<file path="config.mk">
export PLATFORM = sky130hd
export DESIGN_NAME = ym_bus_writer
export DESIGN_NICKNAME = d
export VERILOG_FILES = /design/src/rtl/ym_bus_writer.sv
export SDC_FILE = /design/constraint.sdc
export NUM_CORES = 1
export LEC_CHECK = 0
export ABC_AREA = 1
export CAP_MARGIN = 30
export CORE_ASPECT_RATIO = 2
export CORE_MARGIN = 1.5
export CORE_UTILIZATION = 55
export DETAILED_ROUTE_END_ITERATION = 6
export PLACE_DENSITY_LB_ADDON = 0.3
export SLEW_MARGIN = 20
export SYNTH_ARGS = -nofsm -noshare
export SYNTH_HDL_FRONTEND = slang
export SYNTH_SLANG_ARGS = --single-unit
</file>
<file path="constraint.sdc">
create_clock -name clk -period 3.5 [get_ports clk]
set_input_delay 0.7 -clock clk [delete_from_list [all_inputs] [get_ports clk]]
set_output_delay 0.7 -clock clk [all_outputs]
set_load 0.05 [all_outputs]
</file>
<file path="src/rtl/ym_bus_writer.sv">
// ym_bus_writer: host-side write initiator for the YM2203 (jt03) CPU port.
// Each accepted (register, value) command becomes an address write (A0=0)
// followed by a data write (A0=1). The block then polls the synchronized
// busy flag (dout[7]) before it accepts the next command.
//
// Ports:
//   clk, rst_n           system clock (shared with jt03), async active-low reset
//   cmd_valid/cmd_ready  command handshake; cmd_reg/cmd_val latched on accept
//   ym_din/ym_addr       registered data bus and A0 to jt03
//   ym_cs_n/ym_wr_n      registered chip select and write strobe to jt03
//   ym_dout              jt03 status; only bit 7 (busy) is used
//   wr_done              one-cycle pulse in the final busy-wait cycle
//   timeout_err          coincident with wr_done when busy never cleared
//
// state    | meaning
// ---------+-----------------------------------------------------------
// IDLE     | ready for a command
// A_SETUP  | cs_n low, A0=0, din=reg, before the write strobe
// A_STROBE | wr_n low for the address write
// A_HOLD   | wr_n high again, cs_n still low
// A_WAIT   | bus released between the address and data writes
// D_SETUP  | cs_n low, A0=1, din=val, before the write strobe
// D_STROBE | wr_n low for the data write
// D_HOLD   | wr_n high again, cs_n still low
// D_WAIT   | bus released, polling busy (ignored during the first BUSY_MIN cycles)
module ym_bus_writer #(
  parameter int SETUP_CYC = 2,
  parameter int WR_CYC    = 4,
  parameter int HOLD_CYC  = 1,
  parameter int ADDR_WAIT = 17,
  parameter int BUSY_MIN  = 8,
  parameter int TIMEOUT   = 1024
) (
  input  logic       clk,
  input  logic       rst_n,
  input  logic       cmd_valid,
  output logic       cmd_ready,
  input  logic [7:0] cmd_reg,
  input  logic [7:0] cmd_val,
  output logic [7:0] ym_din,
  output logic       ym_addr,
  output logic       ym_cs_n,
  output logic       ym_wr_n,
  input  logic [7:0] ym_dout,
  output logic       wr_done,
  output logic       timeout_err
);

  typedef enum logic [3:0] {
    IDLE, A_SETUP, A_STROBE, A_HOLD, A_WAIT,
    D_SETUP, D_STROBE, D_HOLD, D_WAIT
  } state_t;

  // One shared counter times every state, so it must fit the longest one.
  localparam int M1   = (SETUP_CYC > WR_CYC)   ? SETUP_CYC : WR_CYC;
  localparam int M2   = (M1 > HOLD_CYC)        ? M1 : HOLD_CYC;
  localparam int M3   = (M2 > ADDR_WAIT)       ? M2 : ADDR_WAIT;
  localparam int MAXD = (M3 > TIMEOUT)         ? M3 : TIMEOUT;
  localparam int CW   = $clog2(MAXD + 1);

  localparam logic [CW-1:0] SETUP_LAST = CW'(SETUP_CYC - 1);
  localparam logic [CW-1:0] WR_LAST    = CW'(WR_CYC - 1);
  localparam logic [CW-1:0] HOLD_LAST  = CW'(HOLD_CYC - 1);
  localparam logic [CW-1:0] AWAIT_LAST = CW'(ADDR_WAIT - 1);
  localparam logic [CW-1:0] BUSY_FIRST = CW'(BUSY_MIN);
  localparam logic [CW-1:0] TO_LAST    = CW'(TIMEOUT - 1);

  state_t          state_q, state_d;
  logic [CW-1:0]   cnt_q, cnt_d;
  logic [7:0]      reg_q, reg_d;
  logic [7:0]      val_q, val_d;
  logic            sync1_q, sync1_d;
  logic            sync2_q, sync2_d;
  logic [7:0]      ym_din_q, ym_din_d;
  logic            ym_addr_q, ym_addr_d;
  logic            ym_cs_n_q, ym_cs_n_d;
  logic            ym_wr_n_q, ym_wr_n_d;
  logic            last;

  logic unused_dout;
  assign unused_dout = ^ym_dout[6:0];

  assign sync1_d = ym_dout[7];
  assign sync2_d = sync1_q;

  always_comb begin
    state_d     = state_q;
    cnt_d       = cnt_q + CW'(1);
    reg_d       = reg_q;
    val_d       = val_q;
    wr_done     = 1'b0;
    timeout_err = 1'b0;
    last        = 1'b0;
    unique case (state_q)
      IDLE: begin
        cnt_d = '0;
        if (cmd_valid) begin
          reg_d   = cmd_reg;
          val_d   = cmd_val;
          state_d = A_SETUP;
        end
      end
      A_SETUP, D_SETUP:   last = (cnt_q == SETUP_LAST);
      A_STROBE, D_STROBE: last = (cnt_q == WR_LAST);
      A_HOLD, D_HOLD:     last = (cnt_q == HOLD_LAST);
      A_WAIT:             last = (cnt_q == AWAIT_LAST);
      D_WAIT: begin
        if (cnt_q >= BUSY_FIRST && !sync2_q) begin
          wr_done = 1'b1;
        end else if (cnt_q == TO_LAST) begin
          wr_done     = 1'b1;
          timeout_err = 1'b1;
        end
        if (wr_done) begin
          state_d = IDLE;
          cnt_d   = '0;
        end
      end
      default: state_d = IDLE;
    endcase
    if (last) begin
      cnt_d = '0;
      unique case (state_q)
        A_SETUP:  state_d = A_STROBE;
        A_STROBE: state_d = A_HOLD;
        A_HOLD:   state_d = A_WAIT;
        A_WAIT:   state_d = D_SETUP;
        D_SETUP:  state_d = D_STROBE;
        D_STROBE: state_d = D_HOLD;
        D_HOLD:   state_d = D_WAIT;
        default:  state_d = IDLE;
      endcase
    end
  end

  // Bus pins are decoded from the next state so the registered outputs line
  // up with the state they belong to, with no combinational path to the pins.
  always_comb begin
    ym_cs_n_d = 1'b1;
    ym_wr_n_d = 1'b1;
    ym_addr_d = ym_addr_q;
    ym_din_d  = ym_din_q;
    unique case (state_d)
      A_SETUP, A_STROBE, A_HOLD: begin
        ym_cs_n_d = 1'b0;
        ym_addr_d = 1'b0;
        ym_din_d  = reg_d;
        ym_wr_n_d = (state_d != A_STROBE);
      end
      D_SETUP, D_STROBE, D_HOLD: begin
        ym_cs_n_d = 1'b0;
        ym_addr_d = 1'b1;
        ym_din_d  = val_d;
        ym_wr_n_d = (state_d != D_STROBE);
      end
      default: ;
    endcase
  end

  always_ff @(posedge clk or negedge rst_n) begin
    if (!rst_n) begin
      state_q   <= IDLE;
      cnt_q     <= '0;
      reg_q     <= 8'h00;
      val_q     <= 8'h00;
      sync1_q   <= 1'b0;
      sync2_q   <= 1'b0;
      ym_din_q  <= 8'h00;
      ym_addr_q <= 1'b0;
      ym_cs_n_q <= 1'b1;
      ym_wr_n_q <= 1'b1;
    end else begin
      state_q   <= state_d;
      cnt_q     <= cnt_d;
      reg_q     <= reg_d;
      val_q     <= val_d;
      sync1_q   <= sync1_d;
      sync2_q   <= sync2_d;
      ym_din_q  <= ym_din_d;
      ym_addr_q <= ym_addr_d;
      ym_cs_n_q <= ym_cs_n_d;
      ym_wr_n_q <= ym_wr_n_d;
    end
  end

  assign cmd_ready = (state_q == IDLE);
  assign ym_din    = ym_din_q;
  assign ym_addr   = ym_addr_q;
  assign ym_cs_n   = ym_cs_n_q;
  assign ym_wr_n   = ym_wr_n_q;

endmodule

</file>
# Word-level counts from Yosys, hierarchy flattened
# Cells that the tools add are included.
dict set report word_totals {
  ff_bits 44
  latch_bits 0
  ram_bits 0
  mem_bits_ro 0
  input_bits 27
  output_inout_bits 14
  n_memories 0
}
dict set report op_classes {
  n_addsub 1
  n_mul 0
  div_mod_pow 0
  magnitude_cmp 1
  eq_ne 20
  shifts 0
  mux 23
  bitwise 0
  n_reduce_logical 12
}
# operator count
set op_table {}
lappend op_table {{2-to-1 mux 8 bit} 4}
lappend op_table {{== test 4 x 3 -> 1 bit (second input constant)} 7}
lappend op_table {{one-hot mux 4 bit (7 select lines)} 1}
lappend op_table {{2-to-1 mux 11 bit} 2}
lappend op_table {{one-hot mux 11 bit (2 select lines)} 1}
lappend op_table {{== test 4 x 2 -> 1 bit (second input constant)} 4}
lappend op_table {{one-hot mux 8 bit (2 select lines)} 1}
lappend op_table {{2-to-1 mux 4 bit} 3}
lappend op_table {{one-hot mux 4 bit (3 select lines)} 1}
lappend op_table {{adder 11 x 1 -> 11 bit (second input constant)} 1}
lappend op_table {{== test 11 x 1 -> 1 bit (second input constant)} 1}
lappend op_table {{== test 11 x 10 -> 1 bit (second input constant)} 1}
lappend op_table {{== test 11 x 2 -> 1 bit (second input constant)} 1}
lappend op_table {{== test 11 x 5 -> 1 bit (second input constant)} 1}
lappend op_table {{greater-or-equal comparator 11 x 4 -> 1 bit (second input constant)} 1}
lappend op_table {{logical NOT 11 bit} 1}
lappend op_table {{== test 4 x 1 -> 1 bit (second input constant)} 2}
lappend op_table {{2-to-1 mux 1 bit} 7}
lappend op_table {{OR reduction 7 bit} 1}
lappend op_table {{OR reduction 2 bit} 3}
lappend op_table {{OR reduction 3 bit} 2}
lappend op_table {{OR reduction 6 bit} 1}
lappend op_table {{== test 4 bit (second input constant)} 1}
lappend op_table {{logical NOT 4 bit} 1}
lappend op_table {{7 further kinds} 8}

# Logic depth before layout (Yosys ltp)
dict set report depth {
  depth_word 10
  depth_mapped 14
  depth_no_buf 13
}

# Least setup slack after synthesis
# No wires, ideal clock.
dict set report synth_timing {
  path_kind {reg2out}
  from {register cnt_q[0]}
  to {output port wr_done}
  t_arrival_ns 2.392
  setup_slack_ns 0.408
  path_stages_with_launch 8
  n_path_buf 0
  path_cell_list {dfrtp_1 ha_1 nand2_1 nor2_1 nand3_1 nor3_2 nand3_1 a21boi_0}
}
dict set report synth_via {
  elab_chain_cells 5
}
# item line
set synth_lines {}
lappend synth_lines {{start, declared} 69} ;# logic [CW-1:0] cnt_q, cnt_d;
lappend synth_lines {{start signal, assigned} 174} ;# cnt_q <= cnt_d;
lappend synth_lines {{greater-or-equal comparator 11 x 4 -> 1 bit or == test 11 x 10 -> 1 bit (tied branches)} {108, 110}}
lappend synth_lines {{logical AND 1 bit or 2-to-1 mux 1 bit (tied branches)} {108, 110}}
lappend synth_lines {{2-to-1 mux 1 bit (*)} 108} ;# if (cnt_q >= BUSY_FIRST && !sync2_q) begin
lappend synth_lines {{2-to-1 mux 1 bit (*) (2 in series)} 94} ;# unique case (state_q)
lappend synth_lines {{end, declared} 45} ;# output logic wr_done,
# Mark *: on every way between the ends. The rest lies on a longest branch, timed or not. The select of a mux whose other input is x is not followed.

# Final worst setup path
# Same ends and word-level chain as after synthesis.

==> results.yml <==
floorplan:
  die_w_um: 47.4
  io_pins: 41
  die_area_um2: 4340
  core_um2: 3800
  die_h_um: 91.7
  start_util: 0.569
  rows: 32
synthesis:
  synth.area.top_cells: "dfrtp_1 49%, nand2_1 13%, inv_1 5.2%"
  netlist_instances: 256
  synth_seq_cells: 44
  yosys.area.top_type: "dfrtp_1"
  avgSynthCellArea_um2: 8.46
  synth_seq_area_share: 0.510
  synth_warnings: 0
  synth_area_um2: 2160
  yosys.cell_types.count: 32
  synth_top_cell_area_share: 0.486
  synth_nets: 285
critical_path:
  max_stage_delay_ns: 0.55
  setup.worst_path.class: "flip-flop to output pin"
  path_max_fanout: 5
  start_kind: "flip-flop"
  rrSetupSlack_ns: 1.49
  crit_path_start: "cnt_q[0]$_DFF_PN0_"
  cp_cell_sequence: "ha_1 > nand2_1 > nor2_1 > nand3_1 > nor3_2 > nand3_1 > a21boi_0 > dlygate4sd2_1"
  arrival_ns: 2.50
  end_kind: "output pin"
  worstRegToRegCells: 10
  worstReg2RegEnd: "cnt_q[6]$_DFF_PN0_"
  slowest_stage: "dlygate4sd2_1"
  cp_data_required_time_ns: 2.80
  cpMostUsedCell: "nand3_1"
  reg2reg_from: "cnt_q[0]$_DFF_PN0_"
timing:
  setup_ws_ns: 0.299
  finalCritPeriodShare: 0.915
  tns_ns: 0
  finalHoldViolCount: 0
  maxSlewHeadroom: 0.652
  rsz0062_at_grt: "no"
  min_period_ns: 3.20
  final_max_slew_viol_count: 0
  tightest_slew_ns: 0.522
  fmax_mhz: 312
  finalSetupViolations: 0
  finClkSkew_ns: 0.0102
global_routing:
  grt_pass1_vias: 1760
  antenna_found_initial: 0
  grt_pass1_wl_um: 7490
  track_usage: 0.243
  grt_max_degree: 45
  grt_overflow: 0
drt:
  antenna_left: 0
  drc: 0
  vias_per_cell: 5.02
  wl_per_cell_um: 12.8
  firstDrtPassIters: 5
  drtIter0Drc: 30
  routed_wl_um: 4420
  vias: 1733
  wl_met3_um: 148
  wl_met2_um: 2570
  routed.top_layer: "met4"
  drt-met1-wl_um: 1530
status:
  status: "finished clean"
placed_design:
  placedCellCount: 336
  dp_hpwl_um: 3200
  pre_cts_slack_ns: 0.330
  io_buffers: 33
  gp_congestion: 0.915
clock_tree:
  numClockSinks: 44
  clock-root-buffer: "clkbuf_8"
  cts_buffers: 5
  clkSlewWorstSetupHoldPaths_ns: 0.09
  cts_tree: "yes"
  clk_latency_ns: 0.30
  htreeDepth: 2
  post_cts_buffers: 0
  ctsLongestPathBuffers: 2
  holdBufCountCts: 0
cells_and_area:
  drive_gt1_frac: 0.143
  area_growth_pct: 23.7
  final_util: 0.704
  final_nets: 322
  fin_cells: 345
  diodes: 0
hold_path:
  hp-class: "input port to asynchronous set/reset pin"
power:
  powerDensity_nw_per_um2: 1010
  cellLeakagePower_uw: 0.00133
  ir_drop_mv: 0.756
run:
  cap_violations: 0
-- repair_timing --
action	CTS	global route
pin swaps	0	0
resized for setup	1	1
setup endpoints to repair	1	1
-- stage by stage --
step / total power [uW] / hold WS (ns) / cell area (um2)
detailed placement: 2250 / 0.337 / 2520
finish: 2700 / 0.255 / 2680
CTS: 2730 / 0.355 / 2660
global placement: 2210 / 0.334 / 2520
floorplan: 1940 / 0.331 / 2160
global route: 2940 / 0.262 / 2680
-- worst max-delay path, delay by kind of cell (launching register included) --
family	cells	cell delay [ns]
flip-flops	1	0.42
AO/OA/AOI/OAI	1	0.21
adder cells (fa/ha/maj)	1	0.20
AND/OR/NAND/NOR	5	0.84
buffers and inverters	1	0.55
-- power by group --
group | internal [uW] | switching (uW)
Combinational | 487 | 936
Sequential | 717 | 109
Clock | 285 | 170
-- synth_stat cells --
cell      number
nand2_2        6
a22oi_1        1
dfrtp_1       42
a21boi_0       2
nand3_1       14
inv_1         30
a21oi_1        4
xnor2_1        2
o211ai_1       1
nand2_1       75
nand2_4        2
o21ai_0        3
or2_1          1
nor2_1        18
nor2_4         3
nand4_1        1
nor3_1         2
nor3_2         1
inv_2          8
buf_2          3
dfstp_2        2
a31o_2         1
nand3_4        1
ha_1           2
nor2_2         1
xor2_1         7
nand3b_1       1
o21ai_1       13
buf_8          1
nand3_2        1
inv_4          1
o21ai_2        6
-- layout make-up --
type,count,area (um2)
Clock buffer,6,72.6
Clock inverter,2,60.1
Fill cell,305,1130
Inverter,39,149
Multi-Input combinational cell,169,882
Sequential cell,44,1100
Tap cell,51,63.8
Timing Repair Buffer,34,347
-- layout by cell type, fill, tap and decap left out, drive strengths merged, types with 2 or more instances in the layout --
| cell | n |
|---|---|
| dfrtp | 42 |
| nor3 | 3 |
| clkbuf | 6 |
| xor2 | 7 |
| inv | 39 |
| nand2 | 83 |
| ha | 2 |
| bufinv | 2 |
| nor2 | 22 |
| buf | 2 |
| nand3 | 16 |
| a21oi | 4 |
| dfstp | 2 |
| o21ai | 22 |
| clkdlybuf4s50 | 30 |
| a21boi | 2 |
| xnor2 | 2 |
-- routing by layer --
| metal | track usage | vias to the layer above |
|---|---|---|
| li1 | - | 862 |
| met1 | 0.251 | 811 |
| met2 | 0.419 | 43 |
| met3 | 0.0453 | 17 |
| met4 | 0.137 | 0 |
| met5 | 0 | - |
-- flip-flops by register name (all words and copies together) (netlist names), 4 cells and up --
signal   cells
reg_q        8
ym_din       8
state_q      4
val_q        8
cnt_q       11
-- worst max-delay path by stage --
| stage | depth (start not counted) | to | slack, ns |
|---|---|---|---|
| finish | 8 | wr_done | 0.30 |
| global route | 8 | wr_done | 0.12 |
| CTS | 8 | timeout_err | 0.06 |
| detailed placement | 8 | wr_done | 0.33 |
| global placement | 8 | wr_done | 0.41 |
| floorplan | 7 | wr_done | 0.41 |
-- cells by family (layout without fill, tap and decap cells) --
| logic type | count (synthesis) | count (layout) | share of synthesized area |
|---|---|---|---|
| AO/OA/AOI/OAI | 31 | 31 | 0.0884 |
| flip-flops | 44 | 44 | 0.510 |
| XOR/XNOR | 9 | 9 | 0.0364 |
| buffers and inverters | 43 | 81 | 0.0827 |
| adder cells (fa/ha/maj) | 2 | 2 | 0.0116 |
| AND/OR/NAND/NOR | 127 | 127 | 0.271 |
No activity file was read; power rests on OpenSTA's default activity.
